[src/rtl/alu_pkg.sv]
`default_nettype none
//==============================================================================
// Module : alu_pkg
// Desc   : Op encoding and carry-seed helper for the add/subtract unit
// Rev    : 1.0
//==============================================================================
package alu_pkg;

    localparam int OP_W = 2;

    localparam logic [OP_W-1:0] OP_ADD = 2'b00;
    localparam logic [OP_W-1:0] OP_SUB = 2'b01;
    localparam logic [OP_W-1:0] OP_ADC = 2'b10;
    localparam logic [OP_W-1:0] OP_SBB = 2'b11;

    // op[0] selects inversion of b; SUB is a + ~b + 1, SBB takes the caller's carry
    function automatic logic carry_seed(input logic [OP_W-1:0] op, input logic cin);
        logic c;
        case (op)
            OP_ADD:  c = 1'b0;
            OP_SUB:  c = 1'b1;
            default: c = cin;
        endcase
        return c;
    endfunction

endpackage
`default_nettype wire

[src/rtl/addsub_slice.sv]
`default_nettype none
//==============================================================================
// Module : addsub_slice
// Desc   : Combinational SW-bit ripple adder built from full_adder cells
// Rev    : 1.0
//==============================================================================
module addsub_slice #(
    parameter int SW = 8
) (
    input  logic [SW-1:0] a,
    input  logic [SW-1:0] b,
    input  logic          cin,
    output logic [SW-1:0] s,
    output logic          cout
);

    logic [SW:0] w_c;

    assign w_c[0] = cin;

    for (genvar i = 0; i < SW; i++) begin : g_bit
        full_adder u_fa (
            .a  (a[i]),
            .b  (b[i]),
            .ci (w_c[i]),
            .s  (s[i]),
            .co (w_c[i+1])
        );
    end

    assign cout = w_c[SW];

endmodule
`default_nettype wire

[src/rtl/full_adder.sv]
`default_nettype none
//==============================================================================
// Module : full_adder
// Desc   : One-bit full adder cell
// Rev    : 1.0
//==============================================================================
module full_adder (
    input  logic a,
    input  logic b,
    input  logic ci,
    output logic s,
    output logic co
);

    assign s  = a ^ b ^ ci;
    assign co = (a & b) | (ci & (a ^ b));

endmodule
`default_nettype wire

[src/rtl/pipelined_addsub.sv]
`default_nettype none
//==============================================================================
// Module : pipelined_addsub
// Desc   : WIDTH-bit add/sub split into STAGES registered carry slices, with
//          carry/overflow/zero flags and a whole-pipe valid/ready stall
// Rev    : 1.0
//==============================================================================
module pipelined_addsub
    import alu_pkg::*;
#(
    parameter int WIDTH  = 32,
    parameter int STAGES = 4
) (
    input  logic             clk,
    input  logic             rst_n,
    input  logic             in_valid,
    output logic             in_ready,
    input  logic [OP_W-1:0]  op,
    input  logic [WIDTH-1:0] a,
    input  logic [WIDTH-1:0] b,
    input  logic             cin,
    output logic             out_valid,
    input  logic             out_ready,
    output logic [WIDTH-1:0] sum,
    output logic             cout,
    output logic             ovf,
    output logic             zero
);

    localparam int c_SW   = WIDTH / STAGES;
    localparam int c_LAST = STAGES - 1;

    if ((STAGES < 1) || (STAGES > WIDTH) || ((WIDTH % STAGES) != 0)) begin : g_param_check
        $error("pipelined_addsub: WIDTH must be a multiple of STAGES, STAGES in 1..WIDTH");
    end

    logic             w_en;
    logic [WIDTH-1:0] w_b_p;
    logic             w_c0;

    assign w_b_p    = op[0] ? ~b : b;
    assign w_c0     = carry_seed(op, cin);
    assign w_en     = !out_valid || out_ready;
    assign in_ready = w_en;

    // Stage k sums slice k; untouched upper slices shift down in g_skew so the
    // active slice always sits at bit 0, and finished slices accumulate in r_lo.
    for (genvar k = 0; k < STAGES; k++) begin : g_stage
        localparam int c_REM = WIDTH - k * c_SW;

        logic [c_REM-1:0]        w_a_rem;
        logic [c_REM-1:0]        w_b_rem;
        logic                    w_c_in;
        logic                    w_v_in;
        logic [c_SW-1:0]         w_s;
        logic                    w_c_out;
        logic [(k+1)*c_SW-1:0]   w_lo;
        logic [(k+1)*c_SW-1:0]   r_lo;
        logic                    r_c;
        logic                    r_vld;

        if (k == 0) begin : g_head
            assign w_a_rem = a;
            assign w_b_rem = w_b_p;
            assign w_c_in  = w_c0;
            assign w_v_in  = in_valid;
            assign w_lo    = w_s;
        end else begin : g_body
            assign w_a_rem = g_stage[k-1].g_skew.r_a_hi;
            assign w_b_rem = g_stage[k-1].g_skew.r_b_hi;
            assign w_c_in  = g_stage[k-1].r_c;
            assign w_v_in  = g_stage[k-1].r_vld;
            assign w_lo    = {w_s, g_stage[k-1].r_lo};
        end

        addsub_slice #(
            .SW (c_SW)
        ) u_slice (
            .a    (w_a_rem[c_SW-1:0]),
            .b    (w_b_rem[c_SW-1:0]),
            .cin  (w_c_in),
            .s    (w_s),
            .cout (w_c_out)
        );

        always_ff @(posedge clk or negedge rst_n) begin
            if (!rst_n) begin
                r_lo  <= '0;
                r_c   <= 1'b0;
                r_vld <= 1'b0;
            end else if (w_en) begin
                r_lo  <= w_lo;
                r_c   <= w_c_out;
                r_vld <= w_v_in;
            end
        end

        if (k < STAGES - 1) begin : g_skew
            logic [c_REM-c_SW-1:0] r_a_hi;
            logic [c_REM-c_SW-1:0] r_b_hi;

            always_ff @(posedge clk or negedge rst_n) begin
                if (!rst_n) begin
                    r_a_hi <= '0;
                    r_b_hi <= '0;
                end else if (w_en) begin
                    r_a_hi <= w_a_rem[c_REM-1:c_SW];
                    r_b_hi <= w_b_rem[c_REM-1:c_SW];
                end
            end
        end
    end

    // Flags come from the last slice, whose top bits are the operand MSBs.
    logic w_a_msb;
    logic w_b_msb;
    logic w_s_msb;
    logic w_ovf_nxt;
    logic w_zero_nxt;
    logic r_ovf;
    logic r_zero;

    assign w_a_msb    = g_stage[c_LAST].w_a_rem[c_SW-1];
    assign w_b_msb    = g_stage[c_LAST].w_b_rem[c_SW-1];
    assign w_s_msb    = g_stage[c_LAST].w_s[c_SW-1];
    assign w_ovf_nxt  = (w_a_msb == w_b_msb) && (w_s_msb != w_a_msb);
    assign w_zero_nxt = (g_stage[c_LAST].w_lo == '0);

    always_ff @(posedge clk or negedge rst_n) begin
        if (!rst_n) begin
            r_ovf  <= 1'b0;
            r_zero <= 1'b0;
        end else if (w_en) begin
            r_ovf  <= w_ovf_nxt;
            r_zero <= w_zero_nxt;
        end
    end

    assign sum       = g_stage[c_LAST].r_lo;
    assign cout      = g_stage[c_LAST].r_c;
    assign out_valid = g_stage[c_LAST].r_vld;
    assign ovf       = r_ovf;
    assign zero      = r_zero;

endmodule
`default_nettype wire

[config.mk]
export PLATFORM = sky130hd
export DESIGN_NAME = pipelined_addsub
export DESIGN_NICKNAME = d
export VERILOG_FILES = /design/src/rtl/alu_pkg.sv /design/src/rtl/addsub_slice.sv /design/src/rtl/full_adder.sv /design/src/rtl/pipelined_addsub.sv
export SDC_FILE = /design/constraint.sdc
export NUM_CORES = 1
export LEC_CHECK = 0
export CORE_MARGIN = 2
export CORE_UTILIZATION = 50
export CTS_BUF_LIST = sky130_fd_sc_hd__clkbuf_4 sky130_fd_sc_hd__clkbuf_8 sky130_fd_sc_hd__clkbuf_16
export CTS_CLUSTER_SIZE = 14
export DETAILED_ROUTE_END_ITERATION = 8
export GPL_TIMING_DRIVEN = 0
export MAX_ROUTING_LAYER = met4
export PLACE_DENSITY_LB_ADDON = 0.08
export SLEW_MARGIN = 40
export SYNTH_ARGS = -nofsm -noshare
export SYNTH_HDL_FRONTEND = slang
export SYNTH_SLANG_ARGS = --single-unit
[constraint.sdc]
create_clock -name clk -period 3.9 [get_ports clk]
set_input_delay 0.585 -clock clk [delete_from_list [all_inputs] [get_ports clk]]
set_output_delay 0.585 -clock clk [all_outputs]
set_load 0.01 [all_outputs]
==> impl_metrics.tcl, run 1 <==
set metrics [dict create \
    crit_path_end_kind "flip-flop" \
    crit_chain "clkdlybuf4s50_1 -> mux2i_1 -> fa_2 -> fa_2 -> fa_2 -> fa_2 -> fa_2 -> fa_2 -> fa_2 -> inv_2 -> fa_1 -> nand2_1 -> nand2_1" \
    grt_max_degree 58 \
    synth-seq-cells 186 \
    reg2reg_setup_slack_ns 0.09 \
    crit_required_ns 4.21 \
    min_to "sum[3]" \
    cellPowerDensity_nw_per_um2 803 \
    dieArea_sq_um 17500 \
    outcome "complete, no violations" \
    grt_use_total_pct 22.1 \
    vias 5642 \
    cts_tree "done" \
    cp_common_cell "fa_2" \
    gp_congestion 0.813 \
    hp-class "flip-flop to flip-flop" \
    synth.distinct_cells 25 \
    max-cap-violations 0 \
    clockBufferDepth 2 \
    syn-cell-area_sq_um 8210 \
    drtAntennaViolNets 0 \
    crit_type "input pin to flip-flop" \
    core_area_sq_um 15900 \
    fin_ws_ns 0.0458 \
    yosysSeqAreaShare_pct 56.7 \
    portBuffers 106 \
    clockRootBuffer "clkbuf_16" \
    r2r_start "g_stage[2].r_c" \
    grt_pass1_vias 5692 \
    layout_common_cells "nand2_1 (433), dfrtp_1 (186), clkdlybuf4s50_1 (104)" \
    mostFrequentLayoutCell "nand2_1" \
    avgSynthCellArea_sq_um 9.75 \
    syn_nets 946 \
    postLayoutCoreUtil_pct 64.9 \
    start_util_pct 51.5 \
    slew_headroom_pct 58.8 \
    die_w_um 132 \
    final_cell_area_sq_um 10300 \
    num_rows 46 \
    cts_buffers 17 \
    cp_max_fo 1 \
    drive_above_1_share_pct 14.1 \
    grt_pass1_wl_um 29100 \
    die_h_um 132 \
    path_clk_slew_ns 0.06 \
    fin_crit_sh_pct 98.8 \
    rsz0062_at_grt "true" \
    dp_slack_ns -0.489 \
    syn_to_final_growth_pct 26.1 \
    wl_um 17400 \
    finalSetupViolCount 0 \
    drt_first_iter_violations 282 \
    fin_worst_skew_ns 0.00781 \
    hp-start "sum[3]" \
    dpl.hpwl_um 13000 \
    worstMarginPinSlew_ns 0.617 \
    cp_top_family "adder cells" \
    htree_levels 4 \
    max_freq_ghz 0.259 \
    antenna_found_initial 0 \
    fin_nets 1077 \
    place_area_sq_um 9660 \
    r2r_cells 13 \
    critPathBufInv 2 \
    grt_overflow_total 0 \
    viasPerCell 4.70 \
    fillCellCount 1386 \
    critPathLaunchType "input pin" \
    ir_drop_mv 0.452 \
    drc 0 \
    total_power_mw 8.31 \
    cp_slowest_stage_delay_ns 0.47 \
    r2r_end "ovf" \
    hold_viol_final 0 \
    fin_crit_ns 3.85 \
    hold_depth 2 \
    finalSetupTns_ns 0 \
    synth_cells 842 \
    antennaDiodeCount 0 \
    num_io_pins 108 \
    drt_first_pass_iters 4 \
    wl_per_cell_um 14.5 \
    cpMaxStageDelayCell "clkdlybuf4s50_1" \
    p_leak_nw 5.00 \
    clock-sinks 186 \
    yosys_warnings 0 \
    drv_slew 0 \
    clock_latency_ns 0.42 \
    cp.arrival_ns 4.16 \
]
routing by layer:
metal | vias up | routed length (um) | GRT usage (%)
met1 | 2675 | 8470 | 31.3
met3 | 10 | 677 | 3.61
met4 | 0 | 166 | 5.86
met5 | - | 0 | -
li1 | 2837 | - | -
met2 | 120 | 8090 | 33.5
tightest hold or removal path, stage by stage (launching register included):
cell     delay, ns
dfrtp_1       0.33
nand2_1       0.05
nand2_1       0.04
cell usage after synthesis:
cell	instances	share of area (%)
a21oi_2	16	1.7
buf_12	1	0.24
buf_2	13	0.79
buf_4	10	0.91
buf_6	14	1.9
clkbuf_1	7	0.32
dfrtp_1	186	57
fa_1	32	7.8
ha_1	1	0.15
inv_1	29	1.3
inv_4	1	0.076
mux2i_1	1	0.12
nand2_1	433	20
nand2b_1	1	0.076
nand4_1	2	0.15
nor2_1	1	0.046
nor2_2	15	1.1
nor2b_4	1	0.17
nor4_1	6	0.46
nor4b_1	2	0.21
o21ai_0	29	1.8
o21ai_1	6	0.37
o31ai_1	2	0.18
xnor2_1	29	3.1
xor2_1	4	0.43
logic make-up after synthesis:
| family | Yosys count | share of synthesized area (%) |
|---|---|---|
| buf+inv | 75 | 5.60 |
| simple gates | 461 | 22.1 |
| fa+ha+maj | 33 | 7.96 |
| compound gates | 53 | 4.02 |
| flops | 186 | 56.7 |
| mux | 1 | 0.122 |
| xor+xnor | 33 | 3.52 |
report_power, final:
| group | leakage, nW | internal (mW) | switching (mW) |
|---|---|---|---|
| sequential | 2.24 | 2.79 | 0.559 |
| combinational | 2.47 | 1.48 | 1.70 |
| clock | 0.295 | 1.06 | 0.716 |
| total | 5.00 | 5.34 | 2.97 |
how the worst max path moves through the flow:
stage / from / endpoint / slack (ns) / cells after the start
final: op[1] / g_stage[0].r_lo[7] / 0.05 / 13
after global routing: g_stage[2].r_c / zero / -0.05 / 14
after CTS: g_stage[0].r_c / g_stage[1].r_lo[15] / 0.02 / 12
after detailed placement: b[0] / g_stage[0].r_lo[7] / -0.49 / 13
after global placement: rst_n / g_stage[0].g_skew.r_a_hi[17] / -5.44 / 1
after floorplan: op[0] / g_stage[0].r_lo[7] / -0.20 / 14
registers in the layout, summed over array words and instances, names as in the netlist:
signal and count:
g_stage.r_c 3, zero 1, cout 1, g_stage.g_skew.r_b_hi 48, g_stage.r_lo 48, out_valid 1
g_stage.g_skew.r_a_hi 48, sum 32, ovf 1, g_stage.r_vld 3
per-stage QoR:
stage                     cells  hold WS [ns]
after floorplan             842         0.289
after global placement     1164         0.444
after detailed placement   1167         0.452
after CTS                  1201         0.469
after global routing       1201         0.482
final                      1201         0.460
repair_timing:
action | CTS | global route
pin swaps | 2 | 6
resized for setup | 15 | 7
buffers inserted | 2 | 0
hold buffers | 1 | 0
endpoints found under the hold margin | 9 | 0
endpoints found under the setup margin | 5 | 5
final cells by class:
cell class                      instances  area [sq um]  area share (%)
Sequential cell                       186          4650            45.0
Multi-Input combinational cell        581          3180            30.7
Timing Repair Buffer                  112          1170            11.3
Clock buffer                           21           474            4.58
Buffer                                 45           348            3.36
Tap cell                              216           270            2.61
Clock inverter                         10           140            1.35
Inverter                               30           115            1.11
(Power assumes the default switching activity.)
==> run 2, diff against run 1 <==
- SKIP_LAST_GASP: default -> 1
==> impl_metrics.tcl, run 2 (synthesis results as in run 1) <==
set metrics [dict create \
    num_io_pins 108 \
    fin_ws_ns 0.0393 \
    grt_overflow_total 0 \
    worstMarginPinSlew_ns 0.617 \
    drive_above_1_share_pct 14.0 \
    outcome "complete, no violations" \
    dpl.hpwl_um 13000 \
    place_area_sq_um 9660 \
    switching_power_mw 2.97 \
    grt_pass1_vias 5693 \
    drtAntennaViolNets 0 \
    antennaDiodeCount 0 \
    htree_levels 4 \
    max_freq_ghz 0.259 \
    slew_headroom_pct 58.8 \
    grt_max_degree 58 \
    finalSetupTns_ns 0 \
    fin_worst_skew_ns 0.00781 \
    ff_latch_area_sq_um 4650 \
    clockRootBuffer "clkbuf_16" \
    finalSetupViolCount 0 \
    dp_slack_ns -0.489 \
    p_sw_share_pct 35.8 \
    portBuffers 106 \
    drt_first_iter_violations 281 \
    clockBufferDepth 2 \
    fin_crit_ns 3.86 \
    start_util_pct 51.5 \
    drt_first_pass_iters 4 \
    combinationalPowerShare_pct 38.2 \
    hold_viol_final 0 \
    wl_per_cell_um 14.5 \
    fin_crit_sh_pct 99.0 \
    crit_path_end_kind "flip-flop" \
    num_rows 46 \
    vias 5643 \
    crit_required_ns 4.21 \
    die_w_um 132 \
    wl_um 17400 \
    final_cell_area_sq_um 10300 \
    grt_pass1_wl_um 29200 \
    clock_latency_ns 0.42 \
    rsz0062_at_grt "true" \
    clock-sinks 186 \
    syn_to_final_growth_pct 26.1 \
    antenna_found_initial 0 \
    ir_drop_mv 0.452 \
    timing.hold.ws_ns 0.460 \
    drc 0 \
    cts_buffers 17 \
    viasPerCell 4.70 \
    mostFrequentLayoutCell "nand2_1" \
    gp_congestion 0.813 \
    max-cap-violations 0 \
    multi_input_area_sq_um 3180 \
    drv_slew 0 \
    layout_common_cells "nand2_1 (433), dfrtp_1 (186), clkdlybuf4s50_1 (104)" \
    dieArea_sq_um 17500 \
    cts_tree "done" \
    top_regs "g_stage.g_skew.r_a_hi (48), g_stage.g_skew.r_b_hi (48), g_stage.r_lo (48)" \
    p_seq_share_pct 40.3 \
    fin_nets 1077 \
    path_clk_slew_ns 0.06 \
    core_area_sq_um 15900 \
    p_leak_nw 5.00 \
    cp_max_fo 1 \
    cp.arrival_ns 4.17 \
    die_h_um 132 \
    hp-class "flip-flop to flip-flop" \
    fillCellCount 1386 \
    grt_use_total_pct 22.1 \
    crit_type "input pin to flip-flop" \
    pwr-share-clk_pct 21.4 \
    cellPowerDensity_nw_per_um2 803 \
    critPathLaunchType "input pin" \
    intPower_mw 5.34 \
]
-- run 2: cell type report --
class / count / share of cell area [%]
inverter: 30 / 1.11
sequential: 186 / 45.0
multi-input combinational: 581 / 30.7
timing repair buffer: 112 / 11.3
buffer: 45 / 3.36
clock buffer: 21 / 4.58
clock inverter: 10 / 1.35
tap: 216 / 2.61
-- run 2: metal layers --
metal	vias to the layer above	GRT usage, %	wire length, um
li1	2837	-	-
met1	2676	31.3	8470
met2	120	33.5	8090
met3	10	3.61	677
met4	0	5.86	166
met5	-	-	0
-- run 2: stage by stage --
step                std cells  power, mW  utilization (%)
floorplan                 842       5.20                -
global placement         1164       6.34             60.1
detailed placement       1167       6.45             60.6
CTS                      1201       8.34             64.8
global route             1201       8.96             64.9
finish                   1201       8.31             64.9
-- run 2: worst paths after layout --
check | startpoint | to | slack (ns) | cells past startpoint
max in group asynchronous | rst_n | g_stage[0].r_c | 2.43 | 4
max | op[1] | g_stage[0].r_lo[7] | 0.04 | 13
max reg2reg | g_stage[2].r_c | ovf | 0.09 | 13
min reg2reg | sum[3] | sum[3] | 0.46 | 2
min in group asynchronous | rst_n | sum[1] | 0.61 | 2
min | sum[3] | sum[3] | 0.46 | 2
-- run 2: power groups by stage --
| stage | Combinational, mW | Sequential (mW) | Clock, mW |
|---|---|---|---|
| after floorplan | 1.88 | 3.32 | 0 |
| after global placement | 2.99 | 3.35 | 0 |
| after detailed placement | 3.08 | 3.37 | 0 |
| after CTS | 3.17 | 3.35 | 1.82 |
| after global routing | 3.61 | 3.47 | 1.88 |
| final | 3.18 | 3.35 | 1.78 |
-- run 2: repair_timing --
item | in CTS | in global routing
hold buffers | 1 | 0
pin swaps | 2 | 6
hold endpoints to repair | 9 | 0
setup endpoints to repair | 5 | 5
setup buffers | 2 | 0
gates resized for setup | 13 | 8
-- run 2: worst max-delay path, stage by stage --
cell,delay [ns]
clkdlybuf4s50_1,0.47
mux2i_1,0.09
fa_2,0.34
fa_2,0.35
fa_2,0.36
fa_2,0.35
fa_2,0.35
fa_2,0.35
fa_2,0.33
inv_1,0.07
fa_1,0.41
nand2_1,0.07
nand2_1,0.05
